[config.mk]
export PLATFORM = sky130hd
export DESIGN_NAME = demux_rr_n
export DESIGN_NICKNAME = d
export VERILOG_FILES = /design/src/rtl/demux_rr_n.sv
export SDC_FILE = /design/constraint.sdc
export NUM_CORES = 1
export LEC_CHECK = 0
export CAP_MARGIN = 20
export CORE_UTILIZATION = 25
export DETAILED_ROUTE_END_ITERATION = 6
export PLACE_DENSITY = 0.45
export SLEW_MARGIN = 20
export SYNTH_ARGS = -nofsm -noshare
export SYNTH_HDL_FRONTEND = slang
export SYNTH_SLANG_ARGS = --single-unit
[constraint.sdc]
create_clock -name clk2f -period 3.5 [get_ports clk2f]
set_input_delay 0.7 -clock clk2f [delete_from_list [all_inputs] [get_ports clk2f]]
set_output_delay 0.7 -clock clk2f [all_outputs]
set_load 0.005 [all_outputs]
[src/rtl/demux_rr_n.sv]
// 1-to-N round-robin burst demultiplexer with per-channel enable, forced split at MAX_BURST and drop flag.
// All outputs are registered (one cycle latency); there is no backpressure. DEMUX_RR_WORDCNT_EN adds words_routed.
module demux_rr_n #(
    parameter int DATA_W    = 8,
    parameter int N_CH      = 4,
    parameter int CH_W      = 2,
    parameter int MAX_BURST = 16,
    parameter int CNT_W     = 16
) (
    input  logic                   clk2f,
    input  logic                   reset,
    input  logic [DATA_W-1:0]      data_in,
    input  logic                   valid_in,
    input  logic [N_CH-1:0]        chan_en,
    output logic [N_CH*DATA_W-1:0] data_out,
    output logic [N_CH-1:0]        valid_out,
    output logic [CH_W-1:0]        cur_ch,
    output logic                   drop
`ifdef DEMUX_RR_WORDCNT_EN
    ,
    output logic [CNT_W-1:0]       words_routed
`endif
);

    localparam int BC_W = (MAX_BURST > 0) ? $clog2(MAX_BURST + 1) : 1;

    if (CH_W != $clog2(N_CH)) begin : g_chw_chk
        $error("CH_W must equal clog2(N_CH)");
    end
    if (N_CH < 2 || N_CH > 16) begin : g_nch_chk
        $error("N_CH must be in 2..16");
    end
    if (CNT_W < 1) begin : g_cntw_chk
        $error("CNT_W must be at least 1");
    end

    typedef enum logic [1:0] {
        IDLE  = 2'd0,
        TRANS = 2'd1,
        WAIT  = 2'd2,
        DROP  = 2'd3
    } state_t;

    state_t                  state, state_nx;
    logic [BC_W-1:0]         burst_cnt, cnt_nx;
    logic [CH_W-1:0]         ch_nx, sel_ch;
    logic                    sel_found, route, drop_nx;
    logic [CH_W:0]           base_sh, sel_off;
    logic [CH_W+1:0]         sel_sum;
    logic [2*N_CH-1:0]       en_rot;
    logic [N_CH*DATA_W-1:0]  data_nx;
    logic [N_CH-1:0]         valid_nx;

    // Rotate a doubled copy of the mask so the scan always runs from bit 0 upward.
    always_comb begin
        base_sh   = (state == IDLE) ? '0 : ({1'b0, cur_ch} + 1'b1);
        en_rot    = {chan_en, chan_en} >> base_sh;
        sel_found = 1'b0;
        sel_off   = '0;
        for (int k = N_CH - 1; k >= 0; k--) begin
            if (en_rot[k]) begin
                sel_found = 1'b1;
                sel_off   = (CH_W+1)'(k);
            end
        end
        sel_sum = {1'b0, base_sh} + {1'b0, sel_off};
        if (sel_sum >= (CH_W+2)'(N_CH)) begin
            sel_sum = sel_sum - (CH_W+2)'(N_CH);
        end
        sel_ch = sel_sum[CH_W-1:0];
    end

    always_comb begin
        state_nx = state;
        cnt_nx   = burst_cnt;
        ch_nx    = cur_ch;
        route    = 1'b0;
        drop_nx  = 1'b0;
        case (state)
            IDLE, WAIT: begin
                if (valid_in) begin
                    if (sel_found) begin
                        route    = 1'b1;
                        ch_nx    = sel_ch;
                        cnt_nx   = BC_W'(1);
                        state_nx = TRANS;
                    end else begin
                        drop_nx  = 1'b1;
                        state_nx = DROP;
                    end
                end
            end
            TRANS: begin
                if (!valid_in) begin
                    cnt_nx   = '0;
                    state_nx = WAIT;
                end else if (MAX_BURST == 0 || int'(burst_cnt) < MAX_BURST) begin
                    route  = 1'b1;
                    cnt_nx = (MAX_BURST == 0) ? burst_cnt : burst_cnt + BC_W'(1);
                end else if (sel_found) begin
                    route  = 1'b1;
                    ch_nx  = sel_ch;
                    cnt_nx = BC_W'(1);
                end else begin
                    drop_nx  = 1'b1;
                    cnt_nx   = '0;
                    state_nx = DROP;
                end
            end
            DROP: begin
                if (valid_in) begin
                    drop_nx = 1'b1;
                end else begin
                    state_nx = WAIT;
                end
            end
            default: begin
                state_nx = IDLE;
                cnt_nx   = '0;
            end
        endcase

        data_nx  = '0;
        valid_nx = '0;
        for (int i = 0; i < N_CH; i++) begin
            if (route && ch_nx == CH_W'(i)) begin
                data_nx[i*DATA_W +: DATA_W] = data_in;
                valid_nx[i]                 = 1'b1;
            end
        end
    end

    always_ff @(posedge clk2f) begin
        if (!reset) begin
            state     <= IDLE;
            burst_cnt <= '0;
            cur_ch    <= '0;
            data_out  <= '0;
            valid_out <= '0;
            drop      <= 1'b0;
        end else begin
            state     <= state_nx;
            burst_cnt <= cnt_nx;
            cur_ch    <= ch_nx;
            data_out  <= data_nx;
            valid_out <= valid_nx;
            drop      <= drop_nx;
        end
    end

`ifdef DEMUX_RR_WORDCNT_EN
    always_ff @(posedge clk2f) begin
        if (!reset) begin
            words_routed <= '0;
        end else if (route && words_routed != '1) begin
            words_routed <= words_routed + CNT_W'(1);
        end
    end
`endif

endmodule

==> flow_summary.json, run 1 <==
{
  "outcome": "finished, final reports clean",
  "hpwl_mm": 3.419,
  "crit_top_cell": "a21oi_1",
  "drv_slew": 0,
  "grt_pass1_vias": 1490,
  "crit_cells": 12,
  "grt_max_degree": 19,
  "synth_seq_area_share_pct": 47.27,
  "yosys_warnings": 0,
  "worstHoldPathCells": 1,
  "cp_num_buf_inv": 2,
  "stdcell_area_um2": 2776,
  "firstDrtPassIters": 4,
  "routed_via_density": 4.332,
  "required_ps": 3730,
  "worst_path_dominant_cell_family": "simple AND/OR/NAND/NOR gates",
  "ir_drop_mv": 0.1638,
  "synthCells": 199,
  "insertedDiodeCount": 0,
  "rsz0062_at_grt": "no",
  "max_freq_mhz": 326.6,
  "clockRootBuffer": "clkbuf_8",
  "cts_tree": "built",
  "grt_pass1_wl_mm": 7.721,
  "setup_viol": 0,
  "synth_edf_count": 0,
  "drt_iter0_markers": 41,
  "path_max_fanout": 9,
  "power.leakage_nw": 1.086,
  "ant_nets": 0,
  "maxSlewHeadroom_pct": 45.14,
  "dieHeight_um": 90.28,
  "synth-seq-cells": 46,
  "worst_pin_slew_ps": 818.4,
  "period_needed_ps": 3062,
  "final_nets": 283,
  "syn-cell-area_um2": 1948,
  "num_vias": 1581,
  "fin_skew_ps": 10.07,
  "start_kind": "primary input",
  "start_util_pct": 26.30,
  "clkSinkCount": 46,
  "placed_area_um2": 2635,
  "syn_to_final_growth_pct": 42.52,
  "std_cell_rows": 31,
  "clk_latency_ps": 290,
  "grt.overflow.total": 0,
  "power_mw": 1.252,
  "ios": 54,
  "arrival_ps": 3290,
  "synth_ff_type": "dfxtp_1",
  "period_share_pct": 87.49,
  "avgSynthCellArea_um2": 9.790,
  "h-tree-depth": 2,
  "drv_cap": 0,
  "hold_class": "flip-flop to flip-flop",
  "slowest_stage": "clkdlybuf4s50_1",
  "path_cells": "clkdlybuf4s50_1 > nor3b_1 > a21oi_1 > o31ai_2 > a21oi_1 > nor2_1 > ha_1 > xor2_1 > o32ai_4 > buf_4 > nor3_4 > and3_1",
  "dieWidth_um": 90.28,
  "finalHoldViolCount": 0,
  "routed_wirelength_mm": 4.608,
  "cts-buffers-inserted": 5,
  "antenna_found_initial": 0,
  "max_stage_delay_ps": 520,
  "power_density_nw_per_um2": 451.0,
  "drt-wirelength-per-cell_um": 12.62,
  "clockBufferDepth": 2,
  "grt_usage_pct": 11.93,
  "synthArstFlopShare_pct": 0,
  "cp-end-kind": "flip-flop",
  "drive_gt1_share_pct": 17.67,
  "r2r_cells": 12,
  "coreArea_um2": 7408,
  "critPathKind": "primary input to flip-flop",
  "ys_types": 50,
  "clk_pin_slew_worst_paths_ps": 90,
  "finalWeightedCongestion": 0.7386,
  "nFillCells": 771,
  "port_buffers": 53,
  "drc": 0,
  "dieArea_um2": 8150,
  "synth_nets": 217
}
[worst paths after layout]
kind / from / endpoint / slack (ps)
worst min-delay path: burst_cnt[3] / burst_cnt[3] / 490
worst min register to register: burst_cnt[3] / burst_cnt[3] / 490
worst max register to register: cur_ch[1] / data_out[13] / 560
worst max-delay path: chan_en[0] / data_out[13] / 440
[report_power, final]
part           internal, mW  switching [mW]
Sequential            0.546          0.0128
Combinational         0.146           0.165
Clock                 0.210           0.172
[registers in the layout (all words and copies together) (netlist names)]
signal,cells
cur_ch,2
valid_out,4
burst_cnt,5
state,2
data_out,32
drop,1
[synth_stat cells, types with 2 or more instances]
| cell type | instances | area share [%] |
|---|---|---|
| nor2b_1 | 2 | 0.64 |
| buf_6 | 3 | 1.7 |
| o21ai_0 | 3 | 0.77 |
| a311oi_1 | 2 | 0.90 |
| nor2_2 | 10 | 3.2 |
| inv_1 | 8 | 1.5 |
| nand2_1 | 23 | 4.4 |
| nor3_1 | 3 | 0.77 |
| dfxtp_1 | 46 | 47 |
| a22oi_1 | 3 | 1.2 |
| a21oi_1 | 10 | 2.6 |
| nor2_1 | 18 | 3.5 |
| o21ai_1 | 2 | 0.51 |
| mux2i_1 | 3 | 1.5 |
| and2_1 | 2 | 0.64 |
| nor3_2 | 4 | 2.1 |
| buf_4 | 2 | 0.77 |
| and3_1 | 16 | 5.1 |
| nand2b_1 | 6 | 1.9 |
| ha_1 | 3 | 1.9 |
[metal layers]
metal | part of all wire, % | track usage (%)
met3 | 3.6 | 2.862
met2 | 47 | 18.96
met4 | 0.91 | 3.629
met5 | 0 | 0
met1 | 49 | 15.96
[cell usage in the layout (no fill, tap or decap), types with 2 or more instances in the layout]
cell             synthesis  final
a21oi_1                 10     10
clkdlybuf4s50_1          0     53
nor3_2                   4      2
mux2i_1                  3      3
clkinv_2                 0      2
a311oi_1                 2      2
nor2_2                  10     10
inv_1                    8      8
nor2_1                  18     18
nor2b_1                  2      2
and3_1                  16     16
nor3_1                   3      3
and2_1                   2      2
o21ai_1                  2      2
ha_1                     3      3
a22oi_1                  3      3
nand2b_1                 6      6
o21ai_0                  3      3
nand2_1                 23     23
buf_4                    2     12
clkbuf_8                 0      5
dfxtp_1                 46     46
nor3_4                   1      3
[kinds of logic (layout without fill, tap and decap cells)]
kind of cell | count (synthesis) | count (layout) | synth area share [%]
adders and majority gates | 3 | 3 | 1.927
AOI/OAI and AO/OA | 37 | 37 | 16.31
buffers and inverters | 15 | 82 | 4.495
and+or+nand+nor | 94 | 94 | 28.00
muxes | 3 | 3 | 1.541
xor gates and xnor gates | 1 | 1 | 0.4497
DFF | 46 | 46 | 47.27
[cell type report]
cell class / count / area [um2] / share of cell area [%]
flip-flops and latches: 46 / 920.9 / 33.17
well taps: 99 / 123.9 / 4.461
clock inverters: 3 / 40.04 / 1.442
clock buffers: 5 / 68.82 / 2.479
repair buffers: 66 / 640.6 / 23.07
inverters: 8 / 30.03 / 1.082
multi-input cells: 138 / 952.2 / 34.29
[repair_timing]
action | in CTS | in global routing
gates resized for setup | 0 | 2
endpoints found under the setup margin | 0 | 35
hold endpoints to repair | 0 | 0
hold buffers | 0 | 0
buffers inserted | 0 | 1
[metrics by stage]
stage / util [%] / cells / setup WS [ps] / hold slack (ps) / setup TNS (ps)
5_1_grt: 37.48 / 365 / 79.98 / 499.0 / 0
2_1_floorplan: - / 199 / 552.4 / 442.9 / 0
4_1_cts: 37.04 / 364 / 140.1 / 481.9 / 0
6_report: 37.48 / 365 / 437.9 / 485.6 / 0
3_5_place_dp: 35.57 / 356 / -162.7 / 468.1 / -2989
3_3_place_gp: 35.57 / 356 / -139.3 / 469.1 / -2359
[worst register-to-register path: cells and delay by family, from the launching register on]
family                   cells  cell delay [ps]
AND/OR/NAND/NOR              4              710
AO/OA/AOI/OAI                4              720
adder cells (fa/ha/maj)      2              630
buffers and inverters        1              190
XOR/XNOR                     1              270
flip-flops                   1              360
(Power assumes the default switching activity.)
==> run 2: changes to the inputs <==
--- a/config.mk
+++ b/config.mk
@@ -5,6 +5,7 @@
 export SDC_FILE = /design/constraint.sdc
 export NUM_CORES = 1
 export LEC_CHECK = 0
+export ABC_CLOCK_PERIOD_IN_PS = 3500
 export CAP_MARGIN = 20
 export CORE_UTILIZATION = 25
 export DETAILED_ROUTE_END_ITERATION = 6
==> results of run 2 <==
Same layout as run 1: the final DEF is identical, and so are final timing and power.
==> run 3: changes to the inputs <==
--- a/config.mk
+++ b/config.mk
@@ -9,7 +9,8 @@
 export CAP_MARGIN = 20
 export CORE_UTILIZATION = 25
 export DETAILED_ROUTE_END_ITERATION = 6
-export PLACE_DENSITY = 0.45
+export DONT_BUFFER_PORTS = 1
+export PLACE_DENSITY = 0.36
 export SLEW_MARGIN = 20
 export SYNTH_ARGS = -nofsm -noshare
 export SYNTH_HDL_FRONTEND = slang
==> run 3 against run 2 <==
Non-clock buffer count fell by 60. Power fell by 4.9%. Routed wire length fell by 0.50%. Global-route usage fell by 0.084 points. Utilization fell by 7.9 points. Worst setup slack got worse by 120 ps. Cell area fell by 21%. Register-to-register slack got worse by 240 ps. Die area did not move. Fmax fell by 3.8%. Combinational power fell by 25%. Sequential power rose by 1%.
==> flow_summary.json, run 3 (synthesis results as in run 1) <==
{
  "startpoint": "cur_ch[0]",
  "clk_latency_ps": 300,
  "max_stage_delay_ps": 580,
  "final_cell_mix": "46 x dfxtp_1, 23 x nand2_1, 18 x nor2_1",
  "hold_class": "flip-flop to flip-flop",
  "fin_skew_ps": 8.784,
  "start_kind": "flip-flop",
  "seqPwrFrac_pct": 47.5,
  "seqCellArea_um2": 920.9,
  "grt_usage_pct": 11.84,
  "dr_wl_met3_um": 312,
  "path_cells": "ha_1 > o21ai_2 > o32a_1 > o31ai_2 > a21oi_1 > nor2_1 > ha_1 > xor2_1 > o32ai_4 > nor3_2 > and3_1",
  "wl_met1_mm": 2.184,
  "finalWeightedCongestion": 0.7410,
  "start_util_pct": 26.30,
  "reg_top3": "data_out: 32 flops, burst_cnt: 5 flops, valid_out: 4 flops",
  "grt.overflow.total": 0,
  "routed_via_density": 4.590,
  "slowest_stage": "nor3_2",
  "ios": 54,
  "setup_tns_ps": 0,
  "power_frac_clock_pct": 32.9,
  "worst_pin_slew_ps": 980.8,
  "clk_pin_slew_worst_paths_ps": 80,
  "top_register": "data_out",
  "routed_wirelength_mm": 4.585,
  "p_comb_share_pct": 19.6,
  "outcome": "finished, final reports clean",
  "dieArea_um2": 8150,
  "cts_tree": "built",
  "power.leakage_nw": 0.8593,
  "postLayoutCoreUtil_pct": 29.54,
  "ir_drop_mv": 0.1768,
  "path_max_fanout": 9,
  "multiInputGateArea_um2": 945.9,
  "power_density_nw_per_um2": 543.9,
  "worst_path_dominant_cell_family": "compound AO/OA/AOI/OAI gates",
  "cp_num_buf_inv": 0,
  "coreArea_um2": 7408,
  "arrival_ps": 3420,
  "period_needed_ps": 3182,
  "firstDrtPassIters": 4,
  "h-tree-depth": 2,
  "r2r-start": "cur_ch[0]",
  "drt-wirelength-per-cell_um": 15.03,
  "hpwl_mm": 3.354,
  "final_nets": 223,
  "maxSlewHeadroom_pct": 34.26,
  "min_from": "burst_cnt[3]",
  "clockBufferDepth": 2,
  "grt_max_degree": 19,
  "drc": 0,
  "std_cell_rows": 31,
  "dieHeight_um": 90.28,
  "largest_register_ffs": 32,
  "clkSinkCount": 46,
  "setup_viol": 0,
  "drive_gt1_share_pct": 18.93,
  "drt_iter0_markers": 64,
  "clockRootBuffer": "clkbuf_8",
  "dr_wl_met2_mm": 2.040,
  "critPathKind": "flip-flop to flip-flop",
  "crit_top_cell": "ha_1",
  "insertedDiodeCount": 0,
  "rsz0062_at_grt": "no",
  "period_share_pct": 90.91,
  "p_sw_mw": 0.3454,
  "drv_slew": 0,
  "num_vias": 1400,
  "cts-buffers-inserted": 5,
  "fin_hold_ws_ps": 489.8,
  "max_freq_mhz": 314.3,
  "sw_frac_of_total_pct": 29.02,
  "port_buffers": 0,
  "finalHoldViolCount": 0,
  "cp-end-kind": "flip-flop",
  "antenna_found_initial": 0,
  "dieWidth_um": 90.28,
  "p_int_mw": 0.8449,
  "ant_nets": 0,
  "grt_pass1_wl_mm": 7.610,
  "syn_to_final_growth_pct": 12.33,
  "required_ps": 3730,
  "drv_cap": 0,
  "final_common_cell": "dfxtp_1",
  "nFillCells": 781,
  "grt_pass1_vias": 1390,
  "maxUsedRoutingLayer": "met4"
}
[run 3: cell types whose count changed in the layout (fill, tap and decap cells not counted), sizes merged]
cell and change:
clkdlybuf4s50 -53, clkbuf +1, clkinvlp +1, buf -7, clkinv -2
[run 3: stage by stage]
stage	cells	total power, mW	instance area (um2)	worst slack (ps)
detailed placement	296	0.8070	2052	34.00
floorplan	199	0.7464	1948	552.4
global route	305	1.258	2188	24.14
CTS	304	1.202	2162	81.31
finish	305	1.190	2188	318.3
global placement	296	0.8049	2052	105.8
[run 3: final timing paths]
path	endpoint	slack, ps	cells after the start
worst max-delay path	data_out[10]	320	11
worst min-delay path	burst_cnt[3]	490	1
worst max register to register	data_out[10]	320	11
worst min register to register	burst_cnt[3]	490	1
[run 3: what timing repair did]
item                       in CTS  in global routing
setup buffers                   0                  1
setup endpoints to repair       0                 19
gates resized for setup         0                  1
hold buffers                    0                  0
[run 3: layout make-up]
| class | count | area share, % |
|---|---|---|
| clock inverter | 2 | 1.715 |
| clock buffer | 6 | 3.316 |
| inverter | 8 | 1.372 |
| multi-input combinational | 138 | 43.22 |
| timing repair buffer | 6 | 2.630 |
| sequential | 46 | 42.08 |
| tap | 99 | 5.660 |
[run 3: power by group through the flow]
stage	Clock (mW)	Combinational (mW)	Sequential (mW)
5_1_grt	0.426	0.263	0.568
6_report	0.392	0.233	0.565
2_1_floorplan	0	0.175	0.572
3_3_place_gp	0	0.226	0.579
4_1_cts	0.407	0.229	0.566
3_5_place_dp	0	0.229	0.578
[run 3: metal layers]
layer  track usage, %  vias up
met1            15.39      648
met3            4.293        4
met4            4.032        0
met2            18.07       38
met5                0        -
li1                 -      710
[run 3: worst register-to-register path: stages (launching register included)]
cell and delay, ps:
dfxtp_1 350, ha_1 420, o21ai_2 140, o32a_1 370, o31ai_2 150, a21oi_1 140, nor2_1 110, ha_1 170
xor2_1 290, o32ai_4 160, nor3_2 580, and3_1 250
